## src/rtl/sb_cfg_pkg.sv

```systemverilog
`default_nettype none
// ============================================================================
// Module      : sb_cfg_pkg
// Description : Shared types and sizing helpers for the switch-block loader.
// Revision    : 1.0
// ============================================================================
package sb_cfg_pkg;

    typedef enum logic [1:0] {
        ST_IDLE  = 2'd0,
        ST_LOAD  = 2'd1,
        ST_SHIFT = 2'd2,
        ST_DONE  = 2'd3
    } state_t;

    localparam int DEFAULT_N         = 4;
    localparam int DEFAULT_CHAIN_LEN = 512;
    localparam int DEFAULT_WORD_W    = 32;

    // Four sides, N SRLC32E per side, 32 bits each.
    function automatic int calc_chain_len(input int n);
        return 4 * n * 32;
    endfunction

endpackage
`default_nettype wire

```

## src/rtl/sb_cfg_shifter.sv

```systemverilog
`default_nettype none
// ============================================================================
// Module      : sb_cfg_shifter
// Description : Word PISO toward the scan chain plus SIPO capture of readback.
// Revision    : 1.0
// ============================================================================
module sb_cfg_shifter #(
    parameter int WORD_W = 32
) (
    input  logic                         clk,
    input  logic                         rst_n,
    input  logic                         clear,
    input  logic                         load,
    input  logic                         shift,
    input  logic [WORD_W-1:0]            wdata,
    input  logic [$clog2(WORD_W+1)-1:0]  nbits,
    input  logic                         sout,
    output logic                         sin,
    output logic                         last,
    output logic [WORD_W-1:0]            rdata
);

    localparam int NB_W = $clog2(WORD_W + 1);

    logic [WORD_W-1:0] r_shreg;
    logic [WORD_W-1:0] r_rdbk;
    logic [NB_W-1:0]   r_idx;
    logic [NB_W-1:0]   r_nbits;

    always_ff @(posedge clk or negedge rst_n) begin
        if (!rst_n) begin
            r_shreg <= '0;
            r_rdbk  <= '0;
            r_idx   <= '0;
            r_nbits <= '0;
        end else if (clear) begin
            r_shreg <= '0;
            r_idx   <= '0;
        end else if (load) begin
            r_shreg <= wdata;
            r_rdbk  <= '0;
            r_idx   <= '0;
            r_nbits <= nbits;
        end else if (shift) begin
            // Bit k of readback is the k-th bit leaving the chain in this word.
            r_shreg <= r_shreg >> 1;
            r_rdbk  <= r_rdbk | (WORD_W'(sout) << r_idx);
            r_idx   <= r_idx + NB_W'(1);
        end
    end

    assign sin   = r_shreg[0];
    assign last  = ((r_idx + NB_W'(1)) == r_nbits);
    assign rdata = r_rdbk;

endmodule
`default_nettype wire

```

## src/rtl/sb_config_loader.sv

```systemverilog
`default_nettype none
// ============================================================================
// Module      : sb_config_loader
// Description : Loads config words bit-serially into the switch-block scan
//               chain and returns the bits displaced from it as readback.
// Revision    : 1.0
// ============================================================================
module sb_config_loader
    import sb_cfg_pkg::*;
#(
    parameter int CHAIN_LEN = calc_chain_len(DEFAULT_N),
    parameter int WORD_W    = DEFAULT_WORD_W
) (
    input  logic                           clk,
    input  logic                           rst_n,
    input  logic                           start,
    input  logic                           abort,
    input  logic [WORD_W-1:0]              wdata,
    input  logic                           wvalid,
    output logic                           wready,
    output logic [WORD_W-1:0]              rdata,
    output logic                           rvalid,
    output logic                           scan_ce,
    output logic                           scan_sin,
    input  logic                           scan_sout,
    output logic                           busy,
    output logic                           done,
    output logic [$clog2(CHAIN_LEN+1)-1:0] bit_cnt
);

    localparam int                CNT_W = $clog2(CHAIN_LEN + 1);
    localparam int                NB_W  = $clog2(WORD_W + 1);
    localparam logic [CNT_W-1:0]  C_LEN = CNT_W'(CHAIN_LEN);

    state_t            r_state;
    state_t            w_state_nxt;
    logic              w_load;
    logic              w_shift;
    logic              w_clear;
    logic              w_cnt_clr;
    logic              w_cnt_inc;
    logic              w_rvalid_nxt;
    logic              w_last;
    logic [CNT_W-1:0]  w_remaining;
    logic [NB_W-1:0]   w_word_bits;
    logic [CNT_W-1:0]  r_bit_cnt;
    logic              r_wready;
    logic              r_scan_ce;
    logic              r_busy;
    logic              r_done;
    logic              r_rvalid;

    // Final word of the chain may be partial.
    always_comb begin
        w_remaining = C_LEN - r_bit_cnt;
        if (32'(w_remaining) >= 32'(WORD_W)) begin
            w_word_bits = NB_W'(WORD_W);
        end else begin
            w_word_bits = NB_W'(w_remaining);
        end
    end

    always_ff @(posedge clk or negedge rst_n) begin
        if (!rst_n) begin
            r_state <= ST_IDLE;
        end else begin
            r_state <= w_state_nxt;
        end
    end

    always_comb begin
        w_state_nxt  = r_state;
        w_load       = 1'b0;
        w_shift      = 1'b0;
        w_clear      = 1'b0;
        w_cnt_clr    = 1'b0;
        w_cnt_inc    = 1'b0;
        w_rvalid_nxt = 1'b0;
        if (abort) begin
            w_state_nxt = ST_IDLE;
            w_clear     = 1'b1;
        end else begin
            case (r_state)
                ST_IDLE: begin
                    if (start) begin
                        w_state_nxt = ST_LOAD;
                        w_cnt_clr   = 1'b1;
                    end
                end
                ST_LOAD: begin
                    if (wvalid && r_wready) begin
                        w_state_nxt = ST_SHIFT;
                        w_load      = 1'b1;
                    end
                end
                ST_SHIFT: begin
                    w_shift   = 1'b1;
                    w_cnt_inc = 1'b1;
                    if (w_last) begin
                        w_rvalid_nxt = 1'b1;
                        w_state_nxt  = ((r_bit_cnt + CNT_W'(1)) == C_LEN) ? ST_DONE : ST_LOAD;
                    end
                end
                ST_DONE: begin
                    w_state_nxt = ST_IDLE;
                end
                default: begin
                    w_state_nxt = ST_IDLE;
                end
            endcase
        end
    end

    // Outputs are flops decoded from the next state so they align with it.
    always_ff @(posedge clk or negedge rst_n) begin
        if (!rst_n) begin
            r_bit_cnt <= '0;
            r_wready  <= 1'b0;
            r_scan_ce <= 1'b0;
            r_busy    <= 1'b0;
            r_done    <= 1'b0;
            r_rvalid  <= 1'b0;
        end else begin
            if (w_cnt_clr) begin
                r_bit_cnt <= '0;
            end else if (w_cnt_inc && (r_bit_cnt != C_LEN)) begin
                r_bit_cnt <= r_bit_cnt + CNT_W'(1);
            end
            r_wready  <= (w_state_nxt == ST_LOAD);
            r_scan_ce <= (w_state_nxt == ST_SHIFT);
            r_busy    <= (w_state_nxt != ST_IDLE);
            r_done    <= (w_state_nxt == ST_DONE);
            r_rvalid  <= w_rvalid_nxt;
        end
    end

    sb_cfg_shifter #(
        .WORD_W (WORD_W)
    ) u_shifter (
        .clk    (clk),
        .rst_n  (rst_n),
        .clear  (w_clear),
        .load   (w_load),
        .shift  (w_shift),
        .wdata  (wdata),
        .nbits  (w_word_bits),
        .sout   (scan_sout),
        .sin    (scan_sin),
        .last   (w_last),
        .rdata  (rdata)
    );

    assign wready  = r_wready;
    assign scan_ce = r_scan_ce;
    assign busy    = r_busy;
    assign done    = r_done;
    assign rvalid  = r_rvalid;
    assign bit_cnt = r_bit_cnt;

endmodule
`default_nettype wire

```

## config.mk

```make
export PLATFORM = sky130hd
export DESIGN_NAME = sb_config_loader
export DESIGN_NICKNAME = d
export VERILOG_FILES = /design/src/rtl/sb_cfg_pkg.sv /design/src/rtl/sb_cfg_shifter.sv /design/src/rtl/sb_config_loader.sv
export SDC_FILE = /design/constraint.sdc
export NUM_CORES = 1
export LEC_CHECK = 0
export ABC_CLOCK_PERIOD_IN_PS = 6800
export CAP_MARGIN = 20
export CORE_MARGIN = 1
export CORE_UTILIZATION = 48
export CTS_CLUSTER_SIZE = 14
export DETAILED_ROUTE_END_ITERATION = 7
export GPL_ROUTABILITY_DRIVEN = 0
export HOLD_SLACK_MARGIN = 0.05
export PLACE_DENSITY = 0.73
export SYNTH_ARGS = -nofsm -noshare
export SYNTH_HDL_FRONTEND = slang
export SYNTH_SLANG_ARGS = --single-unit
export TNS_END_PERCENT = 5
```

## constraint.sdc

```tcl
create_clock -name clk -period 6.8 [get_ports clk]
set_clock_uncertainty 0.15 [all_clocks]
set_input_delay 1.36 -clock clk [delete_from_list [all_inputs] [get_ports clk]]
set_output_delay 1.36 -clock clk [all_outputs]
set_load 0.05 [all_outputs]
```

==> impl_metrics.toml, run 1 <==
[die]
rows = 33
die_w_um = 95.7
die_y_um = 95.7
initial_core_util = 0.505
dieArea_um2 = 9160
coreArea_um2 = 8340
boundaryPins = 86

[sta]
finalMaxSlewViolations = 0
fmax_ghz = 0.279
worstMarginPinSlew_ps = 673
fin_crit_ps = 3580
finalHoldViolations = 0
rsz0062_at_grt = "no"
finalSetupViolations = 0
relSlewSlack = 0.551
post-route-period-util = 0.526
tns_ps = 0
fin_ws_ps = 3220

[synth]
synth_edf_count = 0
synthArstFlopShare = 1.00
synth.distinct_cells = 49
postSynthAreaPerCell_um2 = 11.0
synth_cells = 382
yosysWarnings = 0
synth_area_um2 = 4220
ys_ff_latch = 93
syn-num-nets = 424
synthFlopType = "dfrtp_1"
yosysSeqAreaShare = 0.552

[power_and_ir_drop]
p_int_w = 0.000736
power_frac_comb = 0.089
ir_drop_uv = 124
pwr_density_cell_nw_per_um2 = 186
total_power_w = 0.000987
power_switching_share = 0.254
pwr-share-clk = 0.333
switchingPower_w = 0.000250
seqPwrFrac = 0.579
p_leak_nw = 2.51

[detailed_routing]
viasPerCell = 5.99
drt-pass1-iter-count = 8
drc = 0
ant_nets = 0
vias = 3383
drtIter0Drc = 320
routedWlPerCell_um = 16.6
routed_wl_um = 9370

[clocking]
hold_buffers = 0
path_clk_slew_ps = 90
cts_resized = 0
root_buffer = "clkbuf_8"
cts_sinks = 93
htreeDepth = 3
cts_tree = "done"
clk_path_buf_depth = 2
clock_latency_ps = 350
cts_setup_buffers = 0
cts_buffers = 9

[worst_setup_path]
criticalPathCategory = "primary input to register"
cp.arrival_ps = 3700
reg2reg_slack_ps = 4230
regToRegStartpoint = "bit_cnt[0]"
worstSetupStartpointType = "primary input"
path_max_fanout = 40
r2r_cells = 7
critPathLaunch = "abort"
crit_path_end = "u_shifter.rdata[30]"
required_ps = 6920
rr_endpoint = "bit_cnt[2]"
cp-end-kind = "register"

[global_route]
grt_max_degree = 49
grt_pass1_vias = 3329
grtUsageTotal = 0.224
grt_pass1_wl_um = 15800
grt.overflow.total = 0
antenna_found_initial = 0

[placed_design]
port-buffer-count = 85
hpwl_um = 6390
pre_cts_ws_ps = 2810

[cells_and_area]
areaGrowthSynthToFinish_pct = 26.0
nNetsFinal = 497
drive_above_1_share = 0.0696
num_antenna_cells = 0
fillCellCount = 683
final-seq-area_um2 = 2330
multi_input_area_um2 = 1630

[run]
maxCapViolCount = 0

[hold_path]
hold_class = "register to register"

[status]
status = "finished clean"
==> worst min path at each step <==
| stage | cells after the start | start | to |
|---|---|---|---|
| 2_1_floorplan | 2 | u_shifter.r_shreg[10] | u_shifter.r_shreg[10] |
| 6_report | 2 | u_shifter.r_shreg[0] | u_shifter.r_shreg[0] |
| 4_1_cts | 2 | u_shifter.r_shreg[28] | u_shifter.r_shreg[28] |
| 5_1_grt | 1 | u_shifter.rdata[22] | u_shifter.rdata[22] |
| 3_3_place_gp | 2 | u_shifter.r_shreg[1] | u_shifter.r_shreg[1] |
| 3_5_place_dp | 2 | u_shifter.r_shreg[17] | u_shifter.r_shreg[17] |
==> placed cells by master, fill, tap and decap left out, types with 10 or more instances in the layout <==
cell             count
clkdlybuf4s50_1     84
dfrtp_1             93
o21ai_0             22
inv_1               39
a32o_1              13
nand2_1             19
a222oi_1            31
nand3_1             10
nor2_1              21
a22o_1              24
==> Yosys cell counts (all sizes together), types with 2 or more instances <==
cell type / count / share of area
dfrtp: 93 / 0.55
inv: 39 / 0.035
a222oi: 31 / 0.074
a22o: 24 / 0.050
o21ai: 24 / 0.028
nor2: 21 / 0.019
clkbuf: 20 / 0.018
nand2: 19 / 0.017
a32o: 13 / 0.031
nand3: 11 / 0.014
nor3: 10 / 0.018
buf: 8 / 0.012
nor2b: 8 / 0.012
xnor2: 8 / 0.017
nand2b: 6 / 0.0089
a21oi: 5 / 0.0059
ha: 4 / 0.012
o31ai: 4 / 0.010
and2: 3 / 0.0048
nand4: 3 / 0.0045
o211ai: 3 / 0.0053
xor2: 3 / 0.0062
a2111oi: 2 / 0.0042
a211o: 2 / 0.0042
nand3b: 2 / 0.0036
or3: 2 / 0.0030
==> layer usage <==
| metal | wire length, um | track usage | up-vias |
|---|---|---|---|
| li1 | - | - | 1574 |
| met1 | 4070 | 0.297 | 1703 |
| met2 | 4670 | 0.365 | 101 |
| met3 | 564 | 0.0648 | 5 |
| met4 | 71 | 0.0535 | 0 |
| met5 | 0 | 0 | - |
==> cell type report <==
type,instances,share of cell area
clock inverter,6,0.00872
inverter,39,0.0276
clock buffer,10,0.0240
multi-input combinational,222,0.306
timing repair buffer,90,0.171
tap,105,0.0247
sequential,93,0.438
==> state kept, by name (all words and copies together), names as in the netlist <==
name	count
done	1
scan_ce	1
wready	1
u_shifter.r_nbits	6
bit_cnt	10
r_state	2
u_shifter.rdata	32
u_shifter.r_idx	6
busy	1
u_shifter.r_shreg	32
rvalid	1
==> per-stage QoR <==
stage	hold slack, ps	cell area (um^2)	instances	utilization
CTS	352	5280	564	0.633
detailed placement	325	5110	548	0.613
floorplan	308	4220	382	-
global placement	322	5110	548	0.613
finish	346	5310	565	0.637
global route	369	5310	565	0.637
==> power by group through the flow <==
stage          Sequential, W  Clock (W)  Combinational, W
2_1_floorplan       0.000591          0         0.0000300
3_3_place_gp        0.000582          0         0.0000863
3_5_place_dp        0.000582          0         0.0000880
4_1_cts             0.000571   0.000339         0.0000882
5_1_grt             0.000573   0.000362         0.0000962
6_report            0.000571   0.000328         0.0000875
==> worst max-delay path: stages <==
cell             delay [ps]
clkdlybuf4s50_1         550
nor3b_4                 400
buf_4                   430
nand3_1                 160
nor2_1                  490
nand2_1                 100
o21ai_0                 190
==> cells by family (layout without fill, tap and decap cells) <==
kind of cell / Yosys count / after routing / synth area share
flops: 93 / 93 / 0.552
buf+inv: 67 / 145 / 0.0650
compound gates: 118 / 118 / 0.233
fa+ha+maj: 4 / 4 / 0.0119
simple gates: 89 / 89 / 0.115
xor+xnor: 11 / 11 / 0.0229
(Power assumes the default switching activity.)
==> run 2, diff against run 1 <==
Settings changed: ABC_CLOCK_PERIOD_IN_PS 6800 to 3200, CORE_UTILIZATION 48 to 46, PLACE_DENSITY 0.73 to 0.74.
Clock period 6.8 ns to 3.2 ns, I/O delays scaled along.
==> run 2 against run 1 <==
Against the previous run: the run now ends with design-rule violations left; sequential cell count did not move; die area increased by 4.3%; worst setup slack got worse by 2700 ps; clock power grew 140%; critical path type is now register to output port.
==> impl_metrics.toml, run 2 (synthesis gave the netlist of run 1 again) <==
[cells_and_area]
mostFrequentLayoutCells = "93 x dfrtp_1, 84 x clkdlybuf4s50_1, 39 x inv_1"
nNetsFinal = 500
final-seq-area_um2 = 2330
final_common_cell = "dfrtp_1"
fillCellCount = 733
fin_cells = 571
multi_input_area_um2 = 1630
num_antenna_cells = 0
drive_above_1_share = 0.0778
areaGrowthSynthToFinish_pct = 27.0
postLayoutCellArea_um2 = 5350

[sta]
rsz0062_at_grt = "no"
finalMaxSlewViolations = 0
tns_ps = 0
fmax_ghz = 0.376
fin_crit_ps = 2660
finalHoldViolations = 0
fin_ws_ps = 543
relSlewSlack = 0.536
worstMarginPinSlew_ps = 696
post-route-period-util = 0.830
finalSetupViolations = 0

[clocking]
cts_buffers = 9
clock_latency_ps = 360
cts_resized = 0
clk_path_buf_depth = 2
root_buffer = "clkbuf_8"
cts_setup_buffers = 0
htreeDepth = 3
path_clk_slew_ps = 100
cts_tree = "done"
cts_sinks = 93
hold_buffers = 0

[worst_setup_path]
cp-end-kind = "output port"
critPathSlowestCell = "clkdlybuf4s50_1"
r2r_cells = 7
rr_endpoint = "bit_cnt[2]"
critPathLaunch = "bit_cnt[2]"
crit_chain = "clkdlybuf4s50_1"
path_delay_family = "buffers and inverters"
max_stage_delay_ps = 890
worst-path-buf-inv = 1
crit_cells = 1
crit_path_end = "bit_cnt[2]"
criticalPathCategory = "register to output port"
regToRegStartpoint = "bit_cnt[0]"
reg2reg_slack_ps = 620
path_max_fanout = 12
worstSetupStartpointType = "register"
required_ps = 2410
cp.arrival_ps = 1870

[die]
die_w_um = 97.7
boundaryPins = 86
dieArea_um2 = 9550
initial_core_util = 0.479
coreArea_um2 = 8810
die_y_um = 97.7
rows = 34

[status]
status = "complete, but fails checks"
violations = "design-rule violations"

[placed_design]
pre_cts_ws_ps = 304
placedCellCount = 555
placed_area_um2 = 5150
hpwl_um = 6530
port-buffer-count = 85

[power_and_ir_drop]
pwr_density_cell_nw_per_um2 = 407
p_leak_nw = 2.54
ir_drop_uv = 264

[detailed_routing]
viasPerCell = 5.95
drt-pass1-iter-count = 8
routedWlPerCell_um = 17.0
ant_nets = 0
vias = 3398
drc = 14
drtIter0Drc = 300
routed_wl_um = 9700

[hold_path]
hold_class = "primary input to asynchronous set/reset pin"

[global_route]
grt_pass1_vias = 3363
grt_pass1_wl_um = 16300
antenna_found_initial = 0
grt.overflow.total = 0
grt_max_degree = 55
grtUsageTotal = 0.211

[run]
maxCapViolCount = 0
## run 2: changes by cell type in the layout (fill, tap and decap cells not counted), sizes merged
cell / change
buf: +3
clkbuf: -1
clkinvlp: -1
inv: +2
## run 2: final cells by class
cell class / count / share of cell area
flip-flops and latches: 93 / 0.435
multi-input cells: 222 / 0.304
repair buffers: 93 / 0.172
inverters: 39 / 0.0273
well taps: 108 / 0.0252
clock buffers: 9 / 0.0231
clock inverters: 7 / 0.0140
## run 2: worst min path at each step
stage	slack, ps	cells past startpoint	from	endpoint
3_3_place_gp	320	2	u_shifter.rdata[30]	u_shifter.rdata[30]
5_1_grt	210	1	rst_n	u_shifter.rdata[27]
6_report	170	1	rst_n	bit_cnt[8]
4_1_cts	190	1	rst_n	bit_cnt[2]
2_1_floorplan	190	0	rst_n	bit_cnt[0]
3_5_place_dp	330	2	u_shifter.r_shreg[27]	u_shifter.r_shreg[27]
## run 2: metrics by stage
stage,utilization,hold slack [ps],power (W)
after global placement,0.585,319,0.00142
after floorplan,-,194,0.00132
after CTS,0.608,188,0.00220
after detailed placement,0.585,329,0.00143
final,0.608,165,0.00218
after global routing,0.608,208,0.00227
## run 2: per-layer routing
| metal | vias to the layer above | part of all wire | GRT usage |
|---|---|---|---|
| li1 | 1582 | - | - |
| met1 | 1670 | 0.44 | 0.282 |
| met2 | 137 | 0.47 | 0.339 |
| met3 | 9 | 0.077 | 0.0525 |
| met4 | 0 | 0.0080 | 0.0676 |
| met5 | - | 0 | 0 |
## run 2: power by group
group | internal, W | switching (W)
sequential | 0.00120 | 0.0000186
combinational | 0.0000821 | 0.000106
clock | 0.000310 | 0.000469
==> run 3, diff against run 2 <==
Settings changed: ABC_CLOCK_PERIOD_IN_PS 3200 to 2600, CORE_UTILIZATION 46 to 48, PLACE_DENSITY 0.74 to 0.73.
Clock period 3.2 ns to 2.6 ns, I/O delays scaled along.
==> run 3 against run 2 <==
Against the previous run: largest power group unchanged; worst hold slack better by 180 ps; final cell count up 2.5%; core utilization up 4.8 points; the run now ends clean; sequential power up 23%; routed wire length up 1.1%; total power up 20%; register-to-register slack worse by 270 ps.
==> impl_metrics.toml, run 3 (synthesis gave the netlist of run 1 again) <==
[status]
status = "finished clean"

[sta]
rsz0062_at_grt = "no"
finalHoldViolations = 0
relSlewSlack = 0.643
post-route-period-util = 0.979
fmax_ghz = 0.393
finalSetupViolations = 0
worstMarginPinSlew_ps = 534
tns_ps = 0
finalMaxSlewViolations = 0
fin_crit_ps = 2550

[worst_setup_path]
cp.arrival_ps = 1880
max_stage_delay_ps = 890
criticalPathCategory = "register to output port"
required_ps = 1930
critPathSlowestCell = "clkdlybuf4s50_1"
crit_chain = "clkdlybuf4s50_1"
critPathLaunch = "bit_cnt[3]"
worstSetupStartpointType = "register"
cp-end-kind = "output port"
regToRegStartpoint = "bit_cnt[3]"
worst-path-buf-inv = 1
reg2reg_slack_ps = 350
path_max_fanout = 13
path_delay_family = "buffers and inverters"

[clocking]
path_clk_slew_ps = 100
cts_setup_buffers = 0
cts_resized = 0
cts_sinks = 93
cts_buffers = 9
clock_latency_ps = 360
htreeDepth = 3
clk_path_buf_depth = 2
cts_tree = "done"
root_buffer = "clkbuf_8"

[hold_path]
hold_class = "register to register"
worstHoldStart = "u_shifter.rdata[30]"

[detailed_routing]
routed_wl_um = 9810
drtIter0Drc = 296
ant_nets = 0
drt-pass1-iter-count = 7
vias = 3448
viasPerCell = 5.89
routedWlPerCell_um = 16.8
drc = 0

[run]
maxCapViolCount = 0

[power_and_ir_drop]
seqPwrFrac = 0.568
pwr_density_cell_nw_per_um2 = 479
switchingPower_w = 0.000679
power_frac_comb = 0.096
power_switching_share = 0.259
p_int_w = 0.00194
p_leak_nw = 2.62
pwr-share-clk = 0.335
ir_drop_uv = 285

[die]
initial_core_util = 0.505
boundaryPins = 86
die_w_um = 95.7
rows = 33
dieArea_um2 = 9160
die_y_um = 95.7
coreArea_um2 = 8340

[global_route]
grt_pass1_wl_um = 15900
grt_max_degree = 40
grt_pass1_vias = 3224
grt.overflow.total = 0
grtUsageTotal = 0.231
antenna_found_initial = 0

[cells_and_area]
fin_cells = 585
drive_above_1_share = 0.106
num_antenna_cells = 0
areaGrowthSynthToFinish_pct = 29.7
mostFrequentLayoutCells = "93 x dfrtp_1, 84 x clkdlybuf4s50_1, 39 x inv_1"
final_common_cell = "dfrtp_1"
nNetsFinal = 517

[placed_design]
port-buffer-count = 85
hpwl_um = 6820
placedCellCount = 568
run 3: per-stage QoR:
stage / utilization / instance area (um^2) / power [W] / setup WS, ps / hold slack (ps)
after floorplan: - / 4220 / 0.00163 / 124 / 74.4
after global placement: 0.634 / 5280 / 0.00176 / 124 / 322
after detailed placement: 0.634 / 5280 / 0.00177 / 110 / 325
after CTS: 0.656 / 5470 / 0.00266 / 56.8 / 348
after global routing: 0.656 / 5470 / 0.00274 / 4.65 / 376
final: 0.656 / 5470 / 0.00262 / 53.7 / 349
run 3: final timing paths:
kind	to	cells past startpoint
max	bit_cnt[3]	1
min	u_shifter.rdata[30]	2
max reg2reg	bit_cnt[2]	6
min reg2reg	u_shifter.rdata[30]	2
max in group asynchronous	u_shifter.r_shreg[25]	3
min in group asynchronous	bit_cnt[8]	2
run 3: layout make-up:
| cell class | count | area (um^2) |
|---|---|---|
| Tap cell | 105 | 131 |
| Sequential cell | 93 | 2330 |
| Multi-Input combinational cell | 222 | 1630 |
| Fill cell | 675 | 2870 |
| Clock inverter | 6 | 46.3 |
| Inverter | 39 | 146 |
| Timing Repair Buffer | 110 | 1060 |
| Clock buffer | 10 | 128 |
run 3: power groups by stage:
| stage | clock network [W] | registers (W) | logic [W] |
|---|---|---|---|
| after floorplan | 0 | 0.00155 | 0.0000785 |
| after global placement | 0 | 0.00152 | 0.000248 |
| after detailed placement | 0 | 0.00152 | 0.000253 |
| after CTS | 0.000915 | 0.00149 | 0.000256 |
| after global routing | 0.000974 | 0.00149 | 0.000276 |
| final | 0.000878 | 0.00149 | 0.000252 |
run 3: what timing repair did:
item | CTS | global route
endpoints found under the setup margin | 0 | 0
hold endpoints to repair | 37 | 0
hold buffers | 1 | 0
run 3: per-layer routing:
layer / wire (um) / global-route usage / vias to the layer above
met5: 0 / 0 / -
met4: 106 / 0.0808 / 0
met3: 565 / 0.0561 / 11
met2: 4810 / 0.348 / 113
met1: 4330 / 0.326 / 1709
li1: - / - / 1615
